`src/rtl/mem_arbiter_pkg.sv`:
```
// Shared definitions for the main-memory arbiter: default widths, starvation limit and FSM encoding.
package mem_arbiter_pkg;

  localparam int unsigned ADDR_WIDTH   = 28;
  localparam int unsigned BLOCK_WIDTH  = 128;
  localparam int unsigned STARVE_LIMIT = 4;
  localparam int unsigned CNT_WIDTH    = 4;

  typedef enum logic [1:0] {
    IDLE  = 2'd0,
    GNT_I = 2'd1,
    GNT_D = 2'd2
  } arb_state_e;

endpackage

```
`src/rtl/mem_arbiter_if.sv`:
```
// Bundle of both cache memory ports plus the shared main-memory port.
interface mem_arbiter_if #(
  parameter int unsigned ADDR_WIDTH  = mem_arbiter_pkg::ADDR_WIDTH,
  parameter int unsigned BLOCK_WIDTH = mem_arbiter_pkg::BLOCK_WIDTH
);

  logic                   i_mem_read;
  logic [ADDR_WIDTH-1:0]  i_mem_addr;
  logic [BLOCK_WIDTH-1:0] i_mem_rdata;
  logic                   i_mem_ready;

  logic                   d_mem_read;
  logic                   d_mem_write;
  logic [ADDR_WIDTH-1:0]  d_mem_addr;
  logic [BLOCK_WIDTH-1:0] d_mem_wdata;
  logic [BLOCK_WIDTH-1:0] d_mem_rdata;
  logic                   d_mem_ready;

  logic                   mem_read;
  logic                   mem_write;
  logic [ADDR_WIDTH-1:0]  mem_addr;
  logic [BLOCK_WIDTH-1:0] mem_wdata;
  logic [BLOCK_WIDTH-1:0] mem_rdata;
  logic                   mem_ready;

  // Arbiter view
  modport slave (
    input  i_mem_read, i_mem_addr,
    input  d_mem_read, d_mem_write, d_mem_addr, d_mem_wdata,
    input  mem_rdata, mem_ready,
    output i_mem_rdata, i_mem_ready, d_mem_rdata, d_mem_ready,
    output mem_read, mem_write, mem_addr, mem_wdata
  );

  // Environment view: caches and memory model
  modport master (
    output i_mem_read, i_mem_addr,
    output d_mem_read, d_mem_write, d_mem_addr, d_mem_wdata,
    output mem_rdata, mem_ready,
    input  i_mem_rdata, i_mem_ready, d_mem_rdata, d_mem_ready,
    input  mem_read, mem_write, mem_addr, mem_wdata
  );

endinterface

```
`src/rtl/mem_arbiter_arb_starve_cnt.sv`:
```
// Saturating count of D grants taken while the instruction cache is waiting.
module arb_starve_cnt #(
  parameter int unsigned LIMIT     = mem_arbiter_pkg::STARVE_LIMIT,
  parameter int unsigned CNT_WIDTH = mem_arbiter_pkg::CNT_WIDTH
) (
  input  logic clk,
  input  logic rst_n,
  input  logic inc,
  input  logic clr,
  output logic at_limit_c
);

  logic [CNT_WIDTH-1:0] cnt;

  assign at_limit_c = (cnt == CNT_WIDTH'(LIMIT));

  // Clear has priority; increment holds once the limit is reached
  always_ff @(posedge clk or negedge rst_n) begin
    if (!rst_n) begin
      cnt <= '0;
    end else if (clr) begin
      cnt <= '0;
    end else if (inc && !at_limit_c) begin
      cnt <= cnt + CNT_WIDTH'(1);
    end
  end

endmodule

```
`src/rtl/mem_arbiter.sv`:
```
// Two-way arbiter for the 128-bit memory port: D-cache priority, grant locked per block, I forced after a run of D grants.
module mem_arbiter
  import mem_arbiter_pkg::*;
#(
  parameter int unsigned ADDR_WIDTH   = mem_arbiter_pkg::ADDR_WIDTH,
  parameter int unsigned BLOCK_WIDTH  = mem_arbiter_pkg::BLOCK_WIDTH,
  parameter int unsigned STARVE_LIMIT = mem_arbiter_pkg::STARVE_LIMIT,
  parameter int unsigned CNT_WIDTH    = mem_arbiter_pkg::CNT_WIDTH
) (
  input logic         clk,
  input logic         rst_n,
  mem_arbiter_if.slave bus
);

  arb_state_e             state;
  logic                   mem_read_q;
  logic                   mem_write_q;
  logic [ADDR_WIDTH-1:0]  mem_addr_q;
  logic [BLOCK_WIDTH-1:0] mem_wdata_q;

  logic dreq_c;
  logic at_limit_c;
  logic grant_i_c;
  logic grant_d_c;
  logic cnt_inc_c;
  logic cnt_clr_c;

  // Arbitration decision, only acted on while IDLE
  assign dreq_c    = bus.d_mem_read | bus.d_mem_write;
  assign grant_i_c = bus.i_mem_read & (~dreq_c | at_limit_c);
  assign grant_d_c = dreq_c & ~grant_i_c;

  assign cnt_inc_c = (state == IDLE) & grant_d_c & bus.i_mem_read;
  assign cnt_clr_c = (state == IDLE) & (grant_i_c | ~bus.i_mem_read);

  arb_starve_cnt #(
    .LIMIT     (STARVE_LIMIT),
    .CNT_WIDTH (CNT_WIDTH)
  ) u_starve_cnt (
    .clk        (clk),
    .rst_n      (rst_n),
    .inc        (cnt_inc_c),
    .clr        (cnt_clr_c),
    .at_limit_c (at_limit_c)
  );

  // Grant FSM with registered memory-side strobes
  always_ff @(posedge clk or negedge rst_n) begin
    if (!rst_n) begin
      state       <= IDLE;
      mem_read_q  <= 1'b0;
      mem_write_q <= 1'b0;
      mem_addr_q  <= '0;
      mem_wdata_q <= '0;
    end else begin
      case (state)
        IDLE: begin
          if (grant_d_c) begin
            state      <= GNT_D;
            mem_addr_q <= bus.d_mem_addr;
            if (bus.d_mem_write) begin
              mem_write_q <= 1'b1;
              mem_wdata_q <= bus.d_mem_wdata;
            end else begin
              mem_read_q  <= 1'b1;
              mem_wdata_q <= '0;
            end
          end else if (grant_i_c) begin
            state       <= GNT_I;
            mem_read_q  <= 1'b1;
            mem_addr_q  <= bus.i_mem_addr;
            mem_wdata_q <= '0;
          end
        end
        GNT_I, GNT_D: begin
          if (bus.mem_ready) begin
            state       <= IDLE;
            mem_read_q  <= 1'b0;
            mem_write_q <= 1'b0;
            mem_addr_q  <= '0;
            mem_wdata_q <= '0;
          end
        end
        default: state <= IDLE;
      endcase
    end
  end

  assign bus.mem_read  = mem_read_q;
  assign bus.mem_write = mem_write_q;
  assign bus.mem_addr  = mem_addr_q;
  assign bus.mem_wdata = mem_wdata_q;

  // Completion goes only to the granted side; read data is a plain broadcast
  assign bus.i_mem_ready = (state == GNT_I) & bus.mem_ready;
  assign bus.d_mem_ready = (state == GNT_D) & bus.mem_ready;
  assign bus.i_mem_rdata = bus.mem_rdata;
  assign bus.d_mem_rdata = bus.mem_rdata;

endmodule

```
`src/flat_wrapper.sv`:
```
// flat-port wrapper written by rule: the top's interface ports become plain ports
module mem_arbiter_flat import mem_arbiter_pkg::*;
#(
  parameter int unsigned ADDR_WIDTH   = mem_arbiter_pkg::ADDR_WIDTH,
  parameter int unsigned BLOCK_WIDTH  = mem_arbiter_pkg::BLOCK_WIDTH,
  parameter int unsigned STARVE_LIMIT = mem_arbiter_pkg::STARVE_LIMIT,
  parameter int unsigned CNT_WIDTH    = mem_arbiter_pkg::CNT_WIDTH
)
  (clk, rst_n, bus_i_mem_read, bus_i_mem_addr, bus_d_mem_read, bus_d_mem_write, bus_d_mem_addr, bus_d_mem_wdata, bus_mem_rdata, bus_mem_ready, bus_i_mem_rdata, bus_i_mem_ready, bus_d_mem_rdata, bus_d_mem_ready, bus_mem_read, bus_mem_write, bus_mem_addr, bus_mem_wdata);
  mem_arbiter_if #(.ADDR_WIDTH(ADDR_WIDTH), .BLOCK_WIDTH(BLOCK_WIDTH)) bus_i ();
  input logic clk;
  input logic rst_n;
  input wire logic [$bits(bus_i.i_mem_read)-1:0] bus_i_mem_read;
  input wire logic [$bits(bus_i.i_mem_addr)-1:0] bus_i_mem_addr;
  input wire logic [$bits(bus_i.d_mem_read)-1:0] bus_d_mem_read;
  input wire logic [$bits(bus_i.d_mem_write)-1:0] bus_d_mem_write;
  input wire logic [$bits(bus_i.d_mem_addr)-1:0] bus_d_mem_addr;
  input wire logic [$bits(bus_i.d_mem_wdata)-1:0] bus_d_mem_wdata;
  input wire logic [$bits(bus_i.mem_rdata)-1:0] bus_mem_rdata;
  input wire logic [$bits(bus_i.mem_ready)-1:0] bus_mem_ready;
  output wire logic [$bits(bus_i.i_mem_rdata)-1:0] bus_i_mem_rdata;
  output wire logic [$bits(bus_i.i_mem_ready)-1:0] bus_i_mem_ready;
  output wire logic [$bits(bus_i.d_mem_rdata)-1:0] bus_d_mem_rdata;
  output wire logic [$bits(bus_i.d_mem_ready)-1:0] bus_d_mem_ready;
  output wire logic [$bits(bus_i.mem_read)-1:0] bus_mem_read;
  output wire logic [$bits(bus_i.mem_write)-1:0] bus_mem_write;
  output wire logic [$bits(bus_i.mem_addr)-1:0] bus_mem_addr;
  output wire logic [$bits(bus_i.mem_wdata)-1:0] bus_mem_wdata;
  assign bus_i.i_mem_read = bus_i_mem_read;
  assign bus_i.i_mem_addr = bus_i_mem_addr;
  assign bus_i.d_mem_read = bus_d_mem_read;
  assign bus_i.d_mem_write = bus_d_mem_write;
  assign bus_i.d_mem_addr = bus_d_mem_addr;
  assign bus_i.d_mem_wdata = bus_d_mem_wdata;
  assign bus_i.mem_rdata = bus_mem_rdata;
  assign bus_i.mem_ready = bus_mem_ready;
  assign bus_i_mem_rdata = bus_i.i_mem_rdata;
  assign bus_i_mem_ready = bus_i.i_mem_ready;
  assign bus_d_mem_rdata = bus_i.d_mem_rdata;
  assign bus_d_mem_ready = bus_i.d_mem_ready;
  assign bus_mem_read = bus_i.mem_read;
  assign bus_mem_write = bus_i.mem_write;
  assign bus_mem_addr = bus_i.mem_addr;
  assign bus_mem_wdata = bus_i.mem_wdata;
  mem_arbiter #(.ADDR_WIDTH(ADDR_WIDTH), .BLOCK_WIDTH(BLOCK_WIDTH), .STARVE_LIMIT(STARVE_LIMIT), .CNT_WIDTH(CNT_WIDTH)) u_core (.clk(clk), .rst_n(rst_n), .bus(bus_i));
endmodule
```
`config.mk`:
```
export PLATFORM = sky130hd
export DESIGN_NAME = mem_arbiter_flat
export DESIGN_NICKNAME = d
export VERILOG_FILES = /design/src/rtl/mem_arbiter_pkg.sv /design/src/rtl/mem_arbiter_if.sv /design/src/rtl/mem_arbiter_arb_starve_cnt.sv /design/src/rtl/mem_arbiter.sv /design/src/flat_wrapper.sv
export SDC_FILE = /design/constraint.sdc
export NUM_CORES = 1
export LEC_CHECK = 0
export ABC_AREA = 1
export CAP_MARGIN = 20
export CORE_AREA = 2 2 284 286
export CTS_CLUSTER_DIAMETER = 150
export DETAILED_ROUTE_END_ITERATION = 6
export DIE_AREA = 0 0 286 288
export MAX_ROUTING_LAYER = met4
export SYNTH_ARGS = -nofsm -noshare
export SYNTH_HDL_FRONTEND = slang
export SYNTH_SLANG_ARGS = --single-unit
```
`constraint.sdc`:
```
create_clock -name clk -period 1.6 [get_ports clk]
set_input_delay 0.32 -clock clk [delete_from_list [all_inputs] [get_ports clk]]
set_output_delay 0.32 -clock clk [all_outputs]
set_load 0.05 [all_outputs]
```
=== After elaboration in Yosys (flattened, before gate mapping) ===
Cells that the tools add are included.

* Reductions and logical operators: 10
* Add/sub/neg operators: 1
* Bitwise gates (word level): 13
* Multiplexer cells: 23
* Equality and inequality tests: 8

{| class="wikitable"
|+ Operator list
! kind !! count
|-
| 2-to-1 mux 128 bit || 4
|-
| one-hot mux 128 bit (2 select lines) || 1
|-
| 2-to-1 mux 28 bit || 3
|-
| one-hot mux 28 bit (2 select lines) || 1
|-
| 2-to-1 mux 4 bit || 2
|-
| AND reduction 4 bit || 2
|-
| AND 1 bit || 7
|-
| 2-to-1 mux 1 bit || 6
|-
| 2-to-1 mux 2 bit || 3
|-
| adder 4 x 1 -> 4 bit, second input constant || 1
|-
| == test 4 x 3 -> 1 bit, second input constant || 1
|-
| inequality test 2 bit, second input constant || 2
|-
| one-hot mux 1 bit (2 select lines) || 2
|-
| one-hot mux 2 bit (2 select lines) || 1
|-
| nonzero test 2 bit || 2
|-
| inequality test 3 x 1 -> 1 bit, second input constant || 1
|-
| inequality test 3 bit, second input constant || 1
|-
| inverter 1 bit || 3
|-
| OR 1 bit || 3
|-
| AND reduction 3 bit || 1
|-
| == test 2 x 1 -> 1 bit, second input constant || 1
|-
| == test 2 bit, second input constant || 1
|-
| zero test 2 bit || 1
|-
| inequality test 2 x 1 -> 1 bit, second input constant || 1
|-
| other kinds (4) || 4
|}

* Word-level logic and storage cells: 61
* Register bits after elaboration: 164

=== Depth between registers and ports, before layout ===
* Depth in word-level cells: 11
* Depth in mapped cells: 11
* Depth with buffers taken out: 10

=== Modules after synthesis ===
From an unflattened synthesis, not the netlist that was laid out.

* Cell total of the unflattened synthesis: 1,128
* Area, all modules: 9,051.2 um^2

{| class="wikitable"
|+ Modules (own cells, without submodules)
! module !! area each (um^2) !! instances !! cells each !! seq. area each (um^2)
|-
| mem_arbiter || 8,798.4 || 1 || 1,096 || 4,003.8
|-
| arb_starve_cnt || 252.7 || 1 || 32 || 100.1
|}

=== Worst setup path before layout ===
Ideal clock, no wire load.

* Path type: register -> register
* Start: register u_core.state[0]
* End: register u_core.mem_addr_q[25] (netlist: u_core.bus.mem_addr[25])
* Path slack: -42 ps
* Clock period less this slack: 1,642 ps
* Cell stages (with the launch flop): 11
* Data required time: 1,534 ps
* Setup time: 66 ps
* Arrival time: 1,577 ps
* Cell sequence: dfrtp_1 > inv_1 > ha_1 > inv_2 > nor2_1 > nor2_2 > nand2_2 > inv_2 > clkbuf_1 > nand4_1 > nand2_1

* Word-level cells in the longest chain between the ends: 4
* Elaborated cells on any way between the ends: 9
* Classes of those cells: eq/ne: 4; mux: 1; reduce/logical: 4

{| class="wikitable"
|+ RTL lines
! item !! line !! text
|-
| start: declaration || mem_arbiter.sv:15 || <nowiki>arb_state_e state;</nowiki>
|-
| start signal: assignment || mem_arbiter.sv:50 || <nowiki>state <= IDLE;</nowiki>
|-
| start signal: assignment || mem_arbiter.sv:59 || <nowiki>state <= GNT_D;</nowiki>
|-
| start signal: assignment || mem_arbiter.sv:69 || <nowiki>state <= GNT_I;</nowiki>
|-
| == test 2 bit / == test 2 x 1 -> 1 bit (equally long branches) || mem_arbiter.sv:56 || <nowiki>case (state)</nowiki>
|-
| OR reduction 2 bit || mem_arbiter.sv:56 ||
|-
| inequality test 2 bit (no source line) / nonzero test 2 bit (equally long branches) || n/a ||
|-
| AND reduction 3 bit (no source line) || n/a ||
|-
| end signal: assignment || mem_arbiter.sv:60 || <nowiki>mem_addr_q <= bus.d_mem_addr;</nowiki>
|-
| end signal: assignment || mem_arbiter.sv:71 || <nowiki>mem_addr_q <= bus.i_mem_addr;</nowiki>
|-
| end: declaration || mem_arbiter.sv:18 || <nowiki>logic [ADDR_WIDTH-1:0] mem_addr_q;</nowiki>
|}

Several ways; a longest one is shown, not always the timed one.
A chain may end at the register's enable or synchronous reset.

=== Worst setup path after layout ===
* Start: register u_core.state[1]
* End: register u_core.mem_wdata_q[115] (netlist: u_core.bus.mem_wdata[115])

* Word-level cells in the longest chain between the ends: 4
* Elaborated cells on any way between the ends: 9
* Classes of those cells: eq/ne: 4; mux: 1; reduce/logical: 4

{| class="wikitable"
|+ RTL lines
! item !! line !! text
|-
| == test 2 bit / == test 2 x 1 -> 1 bit (equally long branches) || mem_arbiter.sv:56 ||
|-
| OR reduction 2 bit || mem_arbiter.sv:56 ||
|-
| inequality test 2 bit (no source line) / nonzero test 2 bit (equally long branches) || n/a ||
|-
| AND reduction 3 bit (no source line) || n/a ||
|-
| end signal: assignment || mem_arbiter.sv:63 || <nowiki>mem_wdata_q <= bus.d_mem_wdata;</nowiki>
|-
| end: declaration || mem_arbiter.sv:19 || <nowiki>logic [BLOCK_WIDTH-1:0] mem_wdata_q;</nowiki>
|}

Several ways; a longest one is shown, not always the timed one.

==> flow_summary.toml <==
[clock_tree]
path_clk_slew_ns = 0.08
clockBufferDepth = 2
root_buffer = "clkbuf_16"
htreeDepth = 4
clock_sinks = 164
numCtsBuffers = 17
cts_tree = "built"
clock_latency_ns = 0.48

[floorplanning]
start_util_pct = 11.49
die-width_um = 286
die_h_um = 288
coreArea_um2 = 79640
die_area_um2 = 82370
num_rows = 104
ios = 734

[sta]
slew_violations = 0
min_period_ns = 1.773
slew_headroom_pct = 71.73
worst_slack_ns = -0.1734
setup-violations-final = 158
fin_setup_tns_ns = -18.32
fmax_mhz = 563.9
rsz0062_at_grt = "yes"
hold_viol = 0
period_share_pct = 110.8
skew_ns = 0.01274
worst_slew_pin_slew_ns = 0.4197

[global_route]
antenna_found_initial = 3
grt_pass1_vias = 7775
grt_max_degree = 43
overflow = 0
grt_usage_pct = 9.013
grt_pass1_wl_um = 51450

[drt]
num_vias = 7840
drt-initial-drc-count = 387
wl_per_cell_um = 16.30
routed_wl_um = 38640
drcViolationCount = 0
viasPerCell = 3.307
drtPass1Iterations = 4
final_antenna_net_count = 0

[setup_path]
reg2regPathDepth = 12
cp-start-kind = "flip-flop"
critical_path_class = "reg -> reg"
rr_endpoint = "u_core.bus.mem_wdata[115]$_DFFE_PN0P_"
rr_startpoint = "u_core.state[1]$_DFFE_PN0P_"
end_kind = "flip-flop"
rrSetupSlack_ns = -0.17
arrival_ns = 2.19
critPathRequiredTime_ns = 2.02
crit_path_start = "u_core.state[1]$_DFFE_PN0P_"
crit_fanout = 5

[synthesis]
synth_area_leaders = "dfrtp_1, buf_4, nand2_1, nand3_1, inv_1"
synth_area_leader_cell = "dfrtp_1"
yosys_warnings = 0
synth_cell_types = 22
syn_area_um2 = 9146
syn_avg_cell_area_um2 = 8.130
ys_seq_elements = 164
synth_top_area_share_pct = 44.87
syn_nets = 1450
ys_seq_area_share_pct = 44.87
synthesis.instances = 1125

[finish]
layout-drive-gt1-share_pct = 27.58
nets = 1621
layout_common_cells = "nand2_1, clkdlybuf4s50_1, buf_4"
layout_commonest_cell = "nand2_1"
ff_latch_area_um2 = 4104
fillers = 8924
multi_input_area_um2 = 2739
syn_to_final_growth_pct = 53.65

[min_path]
hp-class = "in -> async"

[power]
p_per_area_nw_per_um2 = 2350
ir_worst_vdd_uv = 1529
finalPower_w = 0.03303
leakage_nw = 6.894

[status]
status = "finished with violations"
violations = "negative setup slack"

[placed_design]
dp.final_hpwl_um = 26860
portBuffers = 349
gp_congestion = 0.7683

[job]
cap_violations = 0
[where the power goes]
part / internal (W) / switching (W)
clock network: 0.00224 / 0.00208
logic: 0.00836 / 0.0131
registers: 0.00598 / 0.00127
total: 0.0166 / 0.0165
[critical path, stage by stage (launching register included)]
cell and delay [ns]:
dfrtp_1 0.39, inv_2 0.09, ha_4 0.21, inv_4 0.06, buf_6 0.11, nand2_4 0.05, a21oi_4 0.13, buf_12 0.14
buf_12 0.15, buf_12 0.13, buf_4 0.12, nand3_2 0.05, nand2_1 0.06
[repair_timing]
action	CTS	global route
endpoints found under the hold margin	25	0
resized for setup	47	39
buffers inserted	13	8
pin swaps	42	12
hold buffers	1	0
gates cloned	7	7
setup endpoints to repair	160	162
[logic make-up after synthesis]
family / count (synthesis) / share of synthesized area [%]
adders and majority gates: 7 / 0.9575
AOI/OAI and AO/OA: 9 / 0.5609
buffers and inverters: 388 / 27.51
and+or+nand+nor: 555 / 25.91
DFF: 164 / 44.87
xor gates and xnor gates: 2 / 0.1916
[cells in the mapped netlist (all sizes together)]
cell    count
nand2     359
buf       304
dfrtp     164
nand3     163
inv        72
nand4      30
clkbuf     12
ha          7
o21ai       7
nor2        3
a21oi       1
o21bai      1
xnor2       1
xor2        1
[layer usage]
metal,vias up,global-route usage (%),wire [um]
li1,3618,-,-
met1,3597,10.02,15600
met2,470,12.46,16910
met3,155,3.835,3740
met4,0,7.382,2391
met5,-,-,0
[per-stage QoR]
step / util, % / area (um^2) / setup slack [ns] / instances / hold slack (ns)
final: 17.65 / 14050 / -0.1734 / 2371 / 0.3483
after global placement: 15.84 / 12610 / -0.4405 / 2304 / 0.3169
after detailed placement: 15.84 / 12610 / -0.4162 / 2304 / 0.3152
after CTS: 17.21 / 13700 / -0.2072 / 2356 / 0.3174
after floorplan: - / 9240 / 0.02043 / 1125 / 0.02441
after global routing: 17.65 / 14050 / -0.2478 / 2371 / 0.3395
[registers in the layout (all words and copies together) (netlist names)]
register                 count
u_core.bus.mem_addr         28
u_core.bus.mem_read          1
u_core.bus.mem_wdata       128
u_core.bus.mem_write         1
u_core.state                 2
u_core.u_starve_cnt.cnt      4
[worst max-delay path by stage]
| stage | to | slack, ns |
|---|---|---|
| 3_3_place_gp | u_core.bus.mem_wdata[11]$_DFFE_PN0P_ | -0.44 |
| 3_5_place_dp | u_core.bus.mem_wdata[11]$_DFFE_PN0P_ | -0.42 |
| 5_1_grt | u_core.bus.mem_read$_DFFE_PN0P_ | -0.25 |
| 2_1_floorplan | u_core.bus.mem_addr[18]$_DFFE_PN0P_ | 0.02 |
| 4_1_cts | bus_i_mem_ready | -0.21 |
| 6_report | u_core.bus.mem_wdata[115]$_DFFE_PN0P_ | -0.17 |
[area by class of cell]
class	instances	area share, %
sequential	164	29.20
inverter	72	2.128
clock inverter	13	1.024
tap	1060	9.437
clock buffer	19	3.152
timing repair buffer	468	35.53
antenna	2	0.03561
multi-input combinational	573	19.49
(Power assumes the default switching activity.)
